--- config.mk ---
export PLATFORM = sky130hd
export DESIGN_NAME = hazard_fwd_unit
export DESIGN_NICKNAME = d
export VERILOG_FILES = /design/src/rtl/mips_pkg.sv /design/src/rtl/hazard_fwd_unit_fwd_select.sv /design/src/rtl/hazard_fwd_unit.sv
export SDC_FILE = /design/constraint.sdc
export NUM_CORES = 1
export LEC_CHECK = 0
export ABC_AREA = 1
export CORE_UTILIZATION = 53
export CTS_BUF_LIST = sky130_fd_sc_hd__clkbuf_4
export CTS_CLUSTER_DIAMETER = 60
export DETAILED_ROUTE_END_ITERATION = 6
export HOLD_SLACK_MARGIN = 0.02
export PLACE_DENSITY = 0.95
export RECOVER_POWER = 25
export SYNTH_ARGS = -nofsm -noshare
export SYNTH_HDL_FRONTEND = slang
export SYNTH_SLANG_ARGS = --single-unit
--- constraint.sdc ---
create_clock -name clk -period 2 [get_ports clk]
set_clock_uncertainty 0.1 [all_clocks]
set_input_delay 0.3 -clock clk [delete_from_list [all_inputs] [get_ports clk]]
set_output_delay 0.3 -clock clk [all_outputs]
set_load 0.02 [all_outputs]
--- src/rtl/mips_pkg.sv ---
// Shared types for the MIPS pipeline hazard and forwarding logic.
//
// Contents:
//   MIPS_REG_W   - register index width used by the shadow entries
//   fwd_sel_e    - EX operand-mux select encoding (11 is never produced)
//   dest_info_t  - destination-register summary of one in-flight instruction
//   DEST_BUBBLE  - the all-zero entry that stands for an empty pipeline slot
//   dest_match   - "does this in-flight instruction produce register r?"
package mips_pkg;

  localparam int MIPS_REG_W = 5;

  typedef enum logic [1:0] {
    FWD_RF     = 2'b00,
    FWD_MEM_WB = 2'b01,
    FWD_EX_MEM = 2'b10
  } fwd_sel_e;

  typedef struct packed {
    logic [MIPS_REG_W-1:0] dest;
    logic                  reg_write;
    logic                  mem_read;
  } dest_info_t;

  localparam dest_info_t DEST_BUBBLE = '{dest: '0, reg_write: 1'b0, mem_read: 1'b0};

  // Register 0 is hardwired to zero, so a write to it never produces a value
  // worth forwarding and never creates a dependency.
  function automatic logic dest_match(input dest_info_t entry,
                                      input logic [MIPS_REG_W-1:0] reg_idx);
    return entry.reg_write && (entry.dest != '0) && (entry.dest == reg_idx);
  endfunction

endpackage

--- src/rtl/hazard_fwd_unit_fwd_select.sv ---
// Forward-select decode for one source register of the instruction in ID.
//
// Ports:
//   sh_ex    in  shadow of the instruction currently in ID/EX
//   sh_mem   in  shadow of the instruction currently in EX/MEM
//   src      in  source register index read by the ID instruction
//   use_src  in  the ID instruction actually reads src as an operand
//   sel      out select the operand mux should use once this instruction is in EX
//
// The select is computed one stage early: by the time the ID instruction
// reaches EX, the ID/EX producer has moved to EX/MEM and the EX/MEM producer
// to MEM/WB, hence the apparent "off by one" in the mapping below.
module fwd_select
  import mips_pkg::*;
(
  input  dest_info_t            sh_ex,
  input  dest_info_t            sh_mem,
  input  logic [MIPS_REG_W-1:0] src,
  input  logic                  use_src,
  output fwd_sel_e              sel
);

  // Load status is irrelevant to which mux input carries the newest value;
  // the load-use stall in the top takes care of loads that are not ready yet.
  logic unused_mem_read;
  assign unused_mem_read = sh_ex.mem_read ^ sh_mem.mem_read;

  // The younger producer (ID/EX) wins when both older instructions write the
  // same register, since it holds the most recent value.
  always_comb begin
    sel = FWD_RF;
    if (use_src) begin
      if (dest_match(sh_ex, src)) begin
        sel = FWD_EX_MEM;
      end else if (dest_match(sh_mem, src)) begin
        sel = FWD_MEM_WB;
      end
    end
  end

endmodule

--- src/rtl/hazard_fwd_unit.sv ---
// Hazard detection and forwarding control for a 5-stage MIPS pipeline.
//
// Tracks the destination-register information of the instructions in ID/EX,
// EX/MEM and MEM/WB and produces registered operand-mux selects aligned to
// the instruction in EX. Detects load-use hazards (stall IF/ID, bubble into
// ID/EX), honours a whole-pipeline data-memory freeze and counts load-use
// stall cycles.
//
// Ports:
//   clk, rst       clock; synchronous active-high reset
//   id_valid       ID stage holds a real instruction
//   id_rs, id_rt   source registers of the ID instruction
//   id_uses_rt     ID instruction reads rt as an operand
//   id_dest        destination register of the ID instruction
//   id_reg_write   ID instruction writes the register file
//   id_mem_read    ID instruction is a load
//   mem_busy       data memory not ready; whole pipeline frozen
//   forward_a/b    operand selects for the EX instruction (00 RF, 01 MEM/WB, 10 EX/MEM)
//   stall_if_id    hold PC and IF/ID
//   flush_id_ex    load a bubble into ID/EX
//   stall_cnt      saturating count of load-use stall cycles
module hazard_fwd_unit
  import mips_pkg::*;
#(
  parameter int REG_ADDR_W = 5,
  parameter int CNT_W      = 16
) (
  input  logic                  clk,
  input  logic                  rst,
  input  logic                  id_valid,
  input  logic [REG_ADDR_W-1:0] id_rs,
  input  logic [REG_ADDR_W-1:0] id_rt,
  input  logic                  id_uses_rt,
  input  logic [REG_ADDR_W-1:0] id_dest,
  input  logic                  id_reg_write,
  input  logic                  id_mem_read,
  input  logic                  mem_busy,
  output logic [1:0]            forward_a,
  output logic [1:0]            forward_b,
  output logic                  stall_if_id,
  output logic                  flush_id_ex,
  output logic [CNT_W-1:0]      stall_cnt
);

  dest_info_t sh_ex;
  dest_info_t sh_mem;
  dest_info_t sh_wb;
  dest_info_t id_info;

  fwd_sel_e fwd_a_next;
  fwd_sel_e fwd_b_next;
  fwd_sel_e fwd_a_q;
  fwd_sel_e fwd_b_q;

  logic lu;

  // The MEM/WB shadow never drives a decision: a producer there while its
  // consumer is in ID is covered by the register file writing before it is
  // read. It is kept so the shadow chain mirrors the real pipeline.
  logic unused_wb;
  assign unused_wb = ^sh_wb;

  assign id_info = '{dest: id_dest, reg_write: id_reg_write, mem_read: id_mem_read};

  // A load in ID/EX has no data until it leaves MEM, so a dependent
  // instruction in ID must wait exactly one cycle before it can forward from
  // MEM/WB. The rt match only counts when rt is really an operand.
  assign lu = id_valid & sh_ex.mem_read &
              (dest_match(sh_ex, id_rs) | (id_uses_rt & dest_match(sh_ex, id_rt)));

  // A memory freeze already holds IF/ID, and while frozen nothing may enter
  // ID/EX, so the bubble is only injected when the pipeline actually moves.
  assign stall_if_id = mem_busy | lu;
  assign flush_id_ex = lu & ~mem_busy;

  fwd_select u_fwd_a (
    .sh_ex   (sh_ex),
    .sh_mem  (sh_mem),
    .src     (id_rs),
    .use_src (1'b1),
    .sel     (fwd_a_next)
  );

  fwd_select u_fwd_b (
    .sh_ex   (sh_ex),
    .sh_mem  (sh_mem),
    .src     (id_rt),
    .use_src (id_uses_rt),
    .sel     (fwd_b_next)
  );

  assign forward_a = fwd_a_q;
  assign forward_b = fwd_b_q;

  // Shadow pipeline, registered selects and stall counter. A memory freeze
  // holds everything; a load-use stall advances the older stages while a
  // bubble (with RF selects) enters EX behind the load.
  always_ff @(posedge clk) begin
    if (rst) begin
      sh_ex     <= DEST_BUBBLE;
      sh_mem    <= DEST_BUBBLE;
      sh_wb     <= DEST_BUBBLE;
      fwd_a_q   <= FWD_RF;
      fwd_b_q   <= FWD_RF;
      stall_cnt <= '0;
    end else if (!mem_busy) begin
      sh_wb  <= sh_mem;
      sh_mem <= sh_ex;
      if (lu) begin
        sh_ex   <= DEST_BUBBLE;
        fwd_a_q <= FWD_RF;
        fwd_b_q <= FWD_RF;
        if (stall_cnt != {CNT_W{1'b1}}) begin
          stall_cnt <= stall_cnt + CNT_W'(1);
        end
      end else if (id_valid) begin
        sh_ex   <= id_info;
        fwd_a_q <= fwd_a_next;
        fwd_b_q <= fwd_b_next;
      end else begin
        sh_ex   <= DEST_BUBBLE;
        fwd_a_q <= FWD_RF;
        fwd_b_q <= FWD_RF;
      end
    end
  end

endmodule

# [After elaboration in Yosys (flattened, before gate mapping)]
# Cells that the tools add are included.
[totals] ff_bits=33 in_bits=22 out_inout_bits=22 word_cells=41
[classes] add_sub_neg=1 eq_ne=5 n_mux=11 bitwise_logic=7 n_reduce_logical=9
[op_table] operator="5-bit equality test" n=4
[op_table] operator="16-bit by 1-bit adder with 16-bit output (second input constant)" n=1
[op_table] operator="16-bit != test (second input constant)" n=1
[op_table] operator="2-bit 2-to-1 mux" n=7
[op_table] operator="7-bit 2-to-1 mux" n=2
[op_table] operator="5-bit nonzero test" n=2
[op_table] operator="1-bit logical AND" n=6
[op_table] operator="1-bit AND" n=4
[op_table] operator="3-bit AND reduction" n=1
[op_table] operator="1-bit 2-to-1 mux" n=2
[op_table] operator="1-bit bitwise OR" n=2
[op_table] operator="1-bit inverter" n=1

# [Longest topological paths before layout]
# Gate-level depths: netlist (run 1).
[logic_depth] depth_word=8 depth_mapped=12

# [Cells and area by module]
# Synthesis (run 1) repeated with hierarchy kept, for this count alone.
[unflattened] hier_cells=400 area_unflattened_um2=2331.0
[modules_own_cells] mod="hazard_fwd_unit" n_inst=1 cells_each=280 area_each_um2=1850.5 seq_area_each_um2=680.7
[modules_own_cells] mod="fwd_select" n_inst=2 cells_each=60 area_each_um2=240.2 seq_area_each_um2=0.0

# [Least setup slack after synthesis (run 1)]
# OpenSTA, ideal clock, no wires.
[synth_path] path_kind="register -> output" from="reg sh_ex[4] (netlist name)" to="out flush_id_ex" t_arrival_ps=1346 required_ps=1600 path_slack_ps=254 path_stages_with_launch=8 n_path_buf=0 path_cell_list="dfxtp_1 xnor2_1 nand2_1 nor2_4 nand4_4 nand2_4 nand2_2 nor2_1"
[synth_between] elab_chain_len=7 elab_cells_between_ends=10 classes_between="2 x eq/ne; 4 x bitwise; 4 x reduce/logical"
[synth_rtl] element="5-bit nonzero test" line="mips_pkg.sv:31" rtl="return entry.reg_write && (entry.dest != '0) && (entry.dest == reg_idx);"
[synth_rtl] element="1-bit logical AND (2 in series)" line="mips_pkg.sv:31"
[synth_rtl] element="1-bit AND" line="hazard_fwd_unit.sv:69" rtl="(dest_match(sh_ex, id_rs) | (id_uses_rt & dest_match(sh_ex, id_rt)));"
[synth_rtl] element="1-bit bitwise OR *" line="hazard_fwd_unit.sv:69"
[synth_rtl] element="1-bit AND *" line="hazard_fwd_unit.sv:68" rtl="assign lu = id_valid & sh_ex.mem_read &"
[synth_rtl] element="1-bit AND *" line="hazard_fwd_unit.sv:74" rtl="assign flush_id_ex = lu & ~mem_busy;"
[synth_rtl] element="to (decl)" line="hazard_fwd_unit.sv:41" rtl="output logic flush_id_ex,"
# Mark *: on every way between the ends. The rest lies on a longest branch, timed or not.

# [Worst setup path in the final report (run 1)]
[layout_path] from="reg sh_ex[2] (netlist name)" to="out stall_if_id"
[layout_between] elab_chain_len=7 elab_cells_between_ends=10 classes_between="2 x eq/ne; 4 x bitwise; 4 x reduce/logical"
[layout_rtl] element="5-bit nonzero test" line="mips_pkg.sv:31"
[layout_rtl] element="1-bit logical AND (2 in series)" line="mips_pkg.sv:31"
[layout_rtl] element="1-bit AND" line="hazard_fwd_unit.sv:69"
[layout_rtl] element="1-bit bitwise OR *" line="hazard_fwd_unit.sv:69"
[layout_rtl] element="1-bit AND *" line="hazard_fwd_unit.sv:68"
[layout_rtl] element="1-bit bitwise OR *" line="hazard_fwd_unit.sv:73" rtl="assign stall_if_id = mem_busy | lu;"
[layout_rtl] element="to (decl)" line="hazard_fwd_unit.sv:40" rtl="output logic stall_if_id,"
# Marked as above.

==> results of run 1 <==
worst register-to-register path: stages, from the launching register on:
cell and delay (ps):
dfxtp_2 410, nand2_1 70, nand2_1 90, nand2_2 90, nor2_4 150, nand4_4 150, nand2_4 130, buf_4 230
nand4_1 150, o21ai_0 190, nor2_1 60
state kept, by name, indices dropped and copies added, names as in the netlist:
| register | cells |
|---|---|
| stall_cnt | 16 |
| sh_mem | 6 |
| forward_a | 2 |
| forward_b | 2 |
| sh_ex | 7 |
cell type report:
class | count | share of cell area (%)
timing repair buffer | 79 | 23.8
clock buffer | 6 | 1.54
tap | 48 | 2.05
sequential | 33 | 23.0
multi-input combinational | 218 | 41.9
clock inverter | 2 | 0.342
inverter | 57 | 7.40
cells in the mapped netlist:
cell type / instances / area share (%)
nand3_1: 15 / 3.6
buf_12: 1 / 0.97
a21oi_1: 18 / 4.4
clkbuf_4: 1 / 0.36
buf_2: 2 / 0.49
nand4_2: 8 / 4.9
ha_1: 1 / 0.61
nand4_1: 20 / 6.1
o21ai_1: 7 / 1.7
nand2_1: 68 / 12
o211ai_1: 1 / 0.36
clkinv_1: 1 / 0.18
nor4_1: 1 / 0.30
nor2_4: 1 / 0.55
nor2_2: 2 / 0.61
clkbuf_1: 6 / 1.1
inv_1: 54 / 9.8
or2_2: 1 / 0.30
inv_2: 2 / 0.36
xnor2_1: 9 / 3.8
o21ai_0: 11 / 2.7
and3_1: 1 / 0.30
nor3_1: 2 / 0.49
nor2_1: 45 / 8.2
nand2_4: 1 / 0.55
dfxtp_1: 33 / 32
nand2_2: 2 / 0.61
nand3_2: 1 / 0.49
nand4_4: 1 / 1.0
xor2_1: 2 / 0.85
final timing paths:
kind / endpoint / slack (ps) / depth (start not counted) / start
hold / removal: forward_b[0]$_SDFFE_PP0N_ / 370 / 2 / forward_b[0]$_SDFFE_PP0N_
setup / recovery: stall_if_id / -170 / 9 / sh_ex[2]$_SDFFE_PP0N_
hold reg to reg: forward_b[0]$_SDFFE_PP0N_ / 370 / 2 / forward_b[0]$_SDFFE_PP0N_
setup reg to reg: stall_cnt[7]$_SDFFE_PP0P_ / 80 / 10 / sh_ex[2]$_SDFFE_PP0N_
cell families (layout without fill, tap and decap cells):
group                    Yosys count  after routing  synth area share [%]
AND/OR/NAND/NOR                  169            169                  40.3
buffers and inverters             67            144                  13.3
AO/OA/AOI/OAI                     37             37                  9.10
flip-flops                        33             33                  32.0
XOR/XNOR                          11             11                  4.67
adder cells (fa/ha/maj)            1              1                 0.606
stage by stage:
stage	power (mW)	worst slack, ps	hold WS, ps	area [um^2]
floorplan	0.792	254	269	2060
global placement	0.890	-583	350	2700
detailed placement	0.896	-599	358	2700
CTS	1.28	-70.1	373	2800
global route	1.35	-230	403	2920
finish	1.31	-168	369	2920
where the power goes:
part           internal (mW)  switching (mW)  leakage (nW)
sequential             0.668          0.0166         0.270
combinational          0.108           0.120          1.06
clock                  0.147           0.247        0.0354
metal layers:
layer,up-vias,share of wire [%]
met1,1133,38
met5,-,0
met3,34,7.1
li1,1164,-
met4,0,4.5
met2,140,51
timing repair:
action / 4_1_cts / 5_1_grt
buffers inserted: 4 / 5
endpoints found under the setup margin: 2 / 9
gates resized for setup: 29 / 16
gates cloned: 0 / 0
pin swaps: 6 / 9
==> impl_metrics.py, run 1 <==
metrics = {
    "outcome": {
        "status": "complete, but fails checks",
        "violations": "negative setup slack",
    },
    "global_routing": {
        "grt_use_total_pct": 30.5,
        "met2_usage_pct": 52.4,
        "gr-usage-met1_pct": 35.2,
        "grt_pass1_wl_mm": 9.72,
        "overflow": 0,
        "grt-busiest-layer": "met2",
        "gr-usage-met3_pct": 5.89,
        "first_global_vias": 2244,
        "grt_max_degree": 15,
        "antenna_found_initial": 0,
    },
    "setup_path": {
        "cp-end-kind": "output pin",
        "cp_num_buf_inv": 2,
        "crit_arrival_ps": 1770,
        "required_ps": 1600,
        "path_cells": "nand2_1, nand2_1, nand2_2, nor2_4, nand4_4, a21oi_4, nor2_2, inv_1, buf_6",
        "critPathMostFrequentCell": "nand2_1",
        "path_class": "reg -> out",
        "critPathSlowestCell": "dfxtp_2",
        "path_max_fanout": 5,
        "path_delay_family": "simple AND/OR/NAND/NOR gates",
        "critPathLaunchType": "flop",
        "max_stage_delay_ps": 410,
    },
    "place": {
        "io_buffers": 43,
        "gp_congestion": 1.04,
        "place_inst": 426,
        "dp_hpwl_mm": 4.31,
    },
    "floorplan": {
        "rows": 22,
        "dieArea_mm2": 0.00415,
        "die_w_um": 64.4,
        "initial_core_util_pct": 55.9,
        "die_h_um": 64.4,
        "core_mm2": 0.00369,
        "ios": 44,
    },
    "timing": {
        "slew_viol_final": 0,
        "fin_crit_sh_pct": 108,
        "hold_violations": 0,
        "finalSetupTns_ps": -277,
        "timing.final.crit_period_ps": 2170,
        "rsz0062_at_grt": "yes",
        "fmax_mhz": 461,
        "tightest_slew_ps": 360,
        "fin_ws_ps": -168,
        "slew_headroom_pct": 75.9,
        "setup-violations-final": 2,
    },
    "route": {
        "drt-pass1-iter-count": 5,
        "drc": 0,
        "routed_wl_mm": 6.69,
        "ant_nets": 0,
        "num_vias": 2471,
        "drt-wirelength-per-cell_um": 15.1,
        "drt_iter0_markers": 178,
        "viasPerCell": 5.58,
    },
    "layout": {
        "fin_cells": 443,
        "drive_gt1_share_pct": 20.3,
        "diodes": 0,
        "area_delta_synth_final_pct": 41.7,
        "nNetsFinal": 417,
        "seqCellArea_um2": 672,
        "final_util_pct": 79.3,
        "multi_input_area_mm2": 0.00122,
        "final_cell_mix": "nand2_1, inv_1, nor2_1, buf_4, clkdlybuf4s50_1",
        "final_common_cell": "nand2_1",
        "n_fill_cell": 252,
    },
    "pwr": {
        "peakVddDrop_v": 0.000388,
        "p_leak_nw": 1.37,
        "power.density_mw_per_mm2": 447,
    },
    "clocking": {
        "cts_tree": "yes",
        "path_clk_slew_ps": 110,
        "cts-root-buf": "clkbuf_4",
        "htreeDepth": 2,
        "cts_hold_buf": 0,
        "cts_max_path_buffers": 2,
        "clock_latency_ps": 360,
        "cts_made_buffers": 5,
        "cts.sinks": 33,
    },
    "synth": {
        "ys_ff_latch": 33,
        "avgSynthCellArea_um2": 6.49,
        "yosys_warnings": 0,
        "syn_inst": 318,
        "synth_seq_area_share_pct": 32.0,
        "ys_types": 30,
        "netlist_area_mm2": 0.00206,
        "syn-num-nets": 341,
    },
    "run": {
        "cap_violations": 0,
    },
    "hold_path": {
        "hold_class": "reg -> reg",
    },
}
No activity file was read; power rests on OpenSTA's default activity.
==> inputs of run 2 (changes only) <==
GPL_TIMING_DRIVEN = 1   (was unset)
==> results of run 2 <==
Final layout, timing and power as in run 1 (identical DEF).
